[src/rtl/booth_pkg.sv]
// rtl/booth_pkg.sv - shared types and constants for the Booth product accumulate stage
package booth_pkg;

  localparam int PROD_W = 8;

  typedef enum logic {ACCUM, HOLD} acc_state_t;

  typedef logic signed [PROD_W-1:0] prod_t;

endpackage

[src/rtl/booth_sat_add.sv]
// rtl/booth_sat_add.sv - signed W-bit adder with overflow flag, clamps under BOOTH_ACC_SAT_EN
module booth_sat_add #(
  parameter int W = 16
) (
  input  logic signed [W-1:0] a_i,
  input  logic signed [W-1:0] b_i,
  output logic signed [W-1:0] sum_o,
  output logic                ovf_o
);

  logic signed [W-1:0] raw;

  // Overflow only when both operands share a sign and the result's sign differs
  always_comb begin
    raw   = a_i + b_i;
    ovf_o = (a_i[W-1] == b_i[W-1]) && (raw[W-1] != a_i[W-1]);
`ifdef BOOTH_ACC_SAT_EN
    if (ovf_o) begin
      sum_o = a_i[W-1] ? {1'b1, {(W-1){1'b0}}} : {1'b0, {(W-1){1'b1}}};
    end else begin
      sum_o = raw;
    end
`else
    sum_o = raw;
`endif
  end

endmodule

[src/rtl/booth_mac_accum.sv]
// rtl/booth_mac_accum.sv - accumulates N_TERMS Booth products per result; saturation under BOOTH_ACC_SAT_EN
module booth_mac_accum
  import booth_pkg::*;
#(
  parameter int ACC_W   = 16,
  parameter int N_TERMS = 4,
  localparam int CNT_W  = $clog2(N_TERMS + 1)
) (
  input  logic                    clk,
  input  logic                    rst,
  input  prod_t                   mult_y,
  input  logic                    booth_done,
  input  logic                    acc_clr,
  output logic signed [ACC_W-1:0] acc_y,
  output logic                    acc_valid,
  input  logic                    acc_ready,
  output logic [CNT_W-1:0]        term_cnt,
  output logic                    ovf,
  output logic                    drop_err
);

  acc_state_t              state_q, state_d;
  logic signed [ACC_W-1:0] acc_q, acc_d;
  logic signed [ACC_W-1:0] acc_y_q, acc_y_d;
  logic [CNT_W-1:0]        cnt_q, cnt_d;
  prod_t                   pend_q, pend_d;
  logic                    pend_vld_q, pend_vld_d;
  logic                    valid_q, valid_d;
  logic                    ovf_q, ovf_d;
  logic                    drop_q, drop_d;

  logic signed [ACC_W-1:0] prod_ext;
  logic signed [ACC_W-1:0] pend_ext;
  logic signed [ACC_W-1:0] acc_sum;
  logic                    acc_ovf;
  logic signed [ACC_W-1:0] restart_sum;
  logic                    restart_ovf;
  logic                    handshake;

  assign prod_ext  = {{(ACC_W-PROD_W){mult_y[PROD_W-1]}}, mult_y};
  assign pend_ext  = {{(ACC_W-PROD_W){pend_q[PROD_W-1]}}, pend_q};
  assign handshake = valid_q && acc_ready;

  // Running sum plus the incoming product
  booth_sat_add #(.W(ACC_W)) u_acc_add (
    .a_i   (acc_q),
    .b_i   (prod_ext),
    .sum_o (acc_sum),
    .ovf_o (acc_ovf)
  );

  // Seeds the next group when a parked product and a fresh one meet at the handshake
  booth_sat_add #(.W(ACC_W)) u_restart_add (
    .a_i   (pend_ext),
    .b_i   (prod_ext),
    .sum_o (restart_sum),
    .ovf_o (restart_ovf)
  );

  // Next-state: clear dominates, then accumulate, or hold/park/restart around the handshake
  always_comb begin
    state_d    = state_q;
    acc_d      = acc_q;
    acc_y_d    = acc_y_q;
    cnt_d      = cnt_q;
    pend_d     = pend_q;
    pend_vld_d = pend_vld_q;
    valid_d    = valid_q;
    ovf_d      = ovf_q;
    drop_d     = drop_q;

    if (acc_clr) begin
      state_d    = ACCUM;
      acc_d      = '0;
      acc_y_d    = '0;
      cnt_d      = '0;
      pend_d     = '0;
      pend_vld_d = 1'b0;
      valid_d    = 1'b0;
      ovf_d      = 1'b0;
      drop_d     = 1'b0;
    end else begin
      case (state_q)
        ACCUM: begin
          if (booth_done) begin
            if (acc_ovf) ovf_d = 1'b1;
            if (cnt_q == CNT_W'(N_TERMS - 1)) begin
              acc_y_d = acc_sum;
              valid_d = 1'b1;
              acc_d   = '0;
              cnt_d   = '0;
              state_d = HOLD;
            end else begin
              acc_d = acc_sum;
              cnt_d = cnt_q + CNT_W'(1);
            end
          end
        end
        HOLD: begin
          if (handshake) begin
            valid_d    = 1'b0;
            ovf_d      = 1'b0;
            state_d    = ACCUM;
            pend_vld_d = 1'b0;
            pend_d     = '0;
            if (pend_vld_q && booth_done) begin
              acc_d = restart_sum;
              cnt_d = CNT_W'(2);
              ovf_d = restart_ovf;
            end else if (pend_vld_q) begin
              acc_d = pend_ext;
              cnt_d = CNT_W'(1);
            end else if (booth_done) begin
              acc_d = prod_ext;
              cnt_d = CNT_W'(1);
            end else begin
              acc_d = '0;
              cnt_d = '0;
            end
          end else if (booth_done) begin
            if (pend_vld_q) begin
              drop_d = 1'b1;
            end else begin
              pend_d     = mult_y;
              pend_vld_d = 1'b1;
            end
          end
        end
        default: state_d = ACCUM;
      endcase
    end
  end

  // State registers with asynchronous active-low reset
  always_ff @(posedge clk or negedge rst) begin
    if (!rst) begin
      state_q    <= ACCUM;
      acc_q      <= '0;
      acc_y_q    <= '0;
      cnt_q      <= '0;
      pend_q     <= '0;
      pend_vld_q <= 1'b0;
      valid_q    <= 1'b0;
      ovf_q      <= 1'b0;
      drop_q     <= 1'b0;
    end else begin
      state_q    <= state_d;
      acc_q      <= acc_d;
      acc_y_q    <= acc_y_d;
      cnt_q      <= cnt_d;
      pend_q     <= pend_d;
      pend_vld_q <= pend_vld_d;
      valid_q    <= valid_d;
      ovf_q      <= ovf_d;
      drop_q     <= drop_d;
    end
  end

  assign acc_y     = acc_y_q;
  assign acc_valid = valid_q;
  assign term_cnt  = cnt_q;
  assign ovf       = ovf_q;
  assign drop_err  = drop_q;

endmodule

[config.mk]
export PLATFORM = sky130hd
export DESIGN_NAME = booth_mac_accum
export DESIGN_NICKNAME = d
export VERILOG_FILES = /design/src/rtl/booth_pkg.sv /design/src/rtl/booth_sat_add.sv /design/src/rtl/booth_mac_accum.sv
export SDC_FILE = /design/constraint.sdc
export NUM_CORES = 1
export LEC_CHECK = 0
export CORE_ASPECT_RATIO = 1.2
export CORE_MARGIN = 4
export CORE_UTILIZATION = 30
export DETAILED_ROUTE_END_ITERATION = 7
export DONT_BUFFER_PORTS = 1
export SYNTH_ARGS = -nofsm -noshare
export SYNTH_HDL_FRONTEND = slang
export SYNTH_HIERARCHICAL = 1
export SYNTH_SLANG_ARGS = --single-unit
[constraint.sdc]
create_clock -name clk -period 2.6 [get_ports clk]
set_input_delay 0.52 -clock clk [delete_from_list [all_inputs] [get_ports clk]]
set_output_delay 0.52 -clock clk [all_outputs]
set_load 0.01 [all_outputs]
==> out/results.tsv <==
stage	metric	value	unit
cells_and_area	final core utilization	34.75	%
logic_synthesis	Yosys top cell by area	dfrtp_1	
logic_synthesis	Synth Warn #	6	
timing	Hold Fails Final Rpt	0	
floorplanning	Core Box Area	12170	um2
cells_and_area	share of cells above drive strength 1	12.74	%
detailed_routing	total number of vias	3159	
pwr	power per cell area	772.8	nW/um2
timing	Tcrit/Tclk final	96.93	%
global_route	GRT met3 Usage	3.859	%
clock_network	clock net sink count	48	
pwr	NetSw	1.239	mW
clock_network	clk slew on worst S/H paths	0.07	ns
pwr	Internal	2.028	mW
global_route	largest net degree at the start of global routing	49	
clock_network	CTS buffer count	5	
place	post-DP HPWL	7297	um
detailed_routing	DR WL/cell	16.67	um
logic_synthesis	Syn Std Cell Area	3741	um2
timing	Period minus WS final	2.520	ns
floorplanning	die height	130.3	um
place	Placed Instances	575	
critical_path	Required @ worst endpoint	2.81	ns
cells_and_area	P&R area growth vs syn	13.01	%
floorplanning	IO Pins	35	
logic_synthesis	syn nets	456	
clock_network	Clock Latency Late Sink	0.29	ns
pwr	Power Total	3.267	mW
cells_and_area	most common library cell in the layout ignoring fill and taps	dfrtp_1	
floorplanning	Starting Density	30.75	%
pwr	Clk network pwr share	22.5	%
cells_and_area	FF/Latch Area	1201	um2
timing	RSZ-0062 raised after global routing	true	
timing	worst-margin pin slew	0.6087	ns
detailed_routing	DR iter-0 viols	207	
logic_synthesis	Post-synth EDFFs	0	
global_route	initial antenna violation count	0	
cells_and_area	fin cells	585	
global_route	vias in the first global route	3157	
critical_path	worst-case reg-to-reg path depth	9	
logic_synthesis	Primary FF master, synth	dfrtp_1	
worst_hold_path	Tightest Hold Check Type	primary input to asynchronous set/reset pin	
clock_network	TritonCTS clock tree	built	
logic_synthesis	sequential-to-total area share from yosys stat	32.11	%
floorplanning	Rows	44	
global_route	busiest grt layer	met2	
place	I/O Buffers	0	
cells_and_area	fillers	1221	
critical_path	Worst setup SP type	flip-flop	
critical_path	Crit Reg-Reg Endpoint	acc_q[14]	
floorplanning	die area	14330	um2
global_route	first-pass GRT wire length	15930	um
pwr	register share of total power	31.5	%
critical_path	Max FO, Critical Path	3	
timing	Slew Limit Fails	0	
critical_path	R2R Path Start	pend_q[0]	
timing	Peak Freq	0.3968	GHz
place	GP Congestion	0.8938	
detailed_routing	DRC	0	
place	Area after DPL	4006	um2
cells_and_area	design area	4228	um2
timing	Clock Skew	0.005246	ns
detailed_routing	final WL	9750	um
logic_synthesis	Syn Area/Cell	9.147	um2
global_route	global routing usage on met1	16.67	%
timing	Final Setup Violations	0	
pwr	LEAKAGE	1.919	nW
cells_and_area	Multi-input gate area	2419	um2
floorplanning	DIE WIDTH	109.9	um
cells_and_area	ANT cells	0	
pwr	Comb power frac	46.0	%
timing	Slew headroom	59.34	%
global_route	met2 usage	23.93	%
pwr	Peak VDD IR	0.3514	mV
logic_synthesis	asr flop ratio synth	100.0	%
cells_and_area	most frequent cells in the layout	dfrtp_1 (48), nor2_1 (34), a21oi_1 (33), nand2_1 (32), ha_1 (32)	
clock_network	H-tree levels	2	
pwr	Net Sw Frac	37.92	%
logic_synthesis	post-synth top area share	32.11	%
status	status	completed	
logic_synthesis	Cells after Synth	409	
logic_synthesis	leading post-synthesis cells by cell area	dfrtp_1 (32%), ha_1 (11%), a21oi_1 (4.4%), a22o_1 (3.7%), o21ai_0 (3.7%)	
global_route	gr usage total	14.02	%
cells_and_area	Final nets	470	
job	Max-Cap Viols	0	
critical_path	Setup crit end kind	flip-flop	
logic_synthesis	number of synthesized register bits	48	
logic_synthesis	Synth cell types	65	
clock_network	CTS Buffer Depth	2	
detailed_routing	drt via density	5.400	
detailed_routing	DRT antenna net count	0	
global_route	grt ovf	0	
detailed_routing	drt pass-1 iters	4	
critical_path	reg2reg setup slack	0.08	ns
clock_network	Root Buffer	clkbuf_16	
critical_path	critical path arrival	2.73	ns
critical_path	Setup Crit Path Kind	flip-flop to flip-flop	
==> kinds of logic (layout without fill, tap and decap cells) <==
kind of cell    Yosys count  in the layout  synth area share [%]
compound gates          158            158                 29.80
xor+xnor                 24             24                 5.619
fa+ha+maj                34             34                 11.77
buf+inv                  25             40                 3.846
flops                    48             48                 32.11
mux                       3              3                0.8361
simple gates            117            117                 16.02
==> critical path: stages, from the launching register on <==
cell and delay [ns]:
dfrtp_1 0.40, ha_1 0.23, fa_1 0.39, a21o_1 0.21, a221oi_2 0.30, o31ai_2 0.15
a221oi_2 0.32, xnor2_1 0.15, o21ai_1 0.10, a31oi_1 0.18
==> flip-flops by register name, indices dropped and copies added (netlist names) <==
| name | count |
|---|---|
| acc_y | 16 |
| ovf | 1 |
| term_cnt | 3 |
| acc_valid | 1 |
| pend_vld_q | 1 |
| drop_err | 1 |
| acc_q | 16 |
| state_q | 1 |
| pend_q | 8 |
==> power by group through the flow <==
stage | combinational (mW) | clock, mW | sequential, mW
2_1_floorplan | 1.13 | 0 | 1.00
3_3_place_gp | 1.41 | 0 | 1.04
3_5_place_dp | 1.44 | 0 | 1.04
4_1_cts | 1.47 | 0.757 | 1.03
5_1_grt | 1.68 | 0.791 | 1.05
6_report | 1.50 | 0.736 | 1.03
==> per-layer routing <==
| layer | up-vias | share of wire, % |
|---|---|---|
| li1 | 1587 | - |
| met2 | 52 | 50 |
| met4 | 0 | 1.9 |
| met1 | 1509 | 43 |
| met5 | - | 0 |
| met3 | 11 | 5.5 |
==> timing repair <==
action	CTS	global route
setup buffers	0	1
setup endpoints to repair	0	5
resized for setup	0	6
endpoints found under the hold margin	48	0
hold buffers	1	0
==> cells in the mapped netlist, types with 7 or more instances <==
cell       count
o21a_1         7
a221oi_1       9
a21o_1        13
buf_2          7
dfrtp_1       48
nand3b_1       8
nor2_1        34
a31oi_1        9
inv_1          8
xor2_1         8
o21ai_0       28
ha_1          32
a22o_1        16
a21oi_1       33
xnor2_1       16
a2bb2oi_1      8
nand3_1        7
nand2_1       32
==> metrics by stage <==
step	setup WS, ns	hold WS (ns)	setup TNS (ns)
final	0.07970	0.07852	0
after detailed placement	-0.04178	0.2256	-0.04178
after CTS	0.05095	0.08062	0
after floorplan	0.09407	0.2244	0
after global placement	-0.02557	0.2255	-0.02557
after global routing	-0.007080	0.08642	-0.007080
==> worst max-delay path by stage <==
stage	from	endpoint	slack (ns)	depth (start not counted)
floorplan	mult_y[0]	acc_y[14]	0.09	8
global placement	mult_y[0]	acc_y[14]	-0.03	9
detailed placement	mult_y[0]	acc_y[14]	-0.04	9
CTS	acc_q[0]	acc_y[14]	0.05	9
global route	pend_q[0]	acc_q[14]	-0.007	9
finish	pend_q[0]	acc_q[14]	0.08	9
==> cell type report <==
| class | count | share of cell area, % |
|---|---|---|
| timing repair buffer | 24 | 5.031 |
| clock inverter | 2 | 0.8286 |
| clock buffer | 6 | 3.048 |
| inverter | 8 | 0.7103 |
| multi-input combinational | 336 | 57.21 |
| tap | 161 | 4.765 |
| sequential | 48 | 28.41 |
No activity file was read; power rests on OpenSTA's default activity.
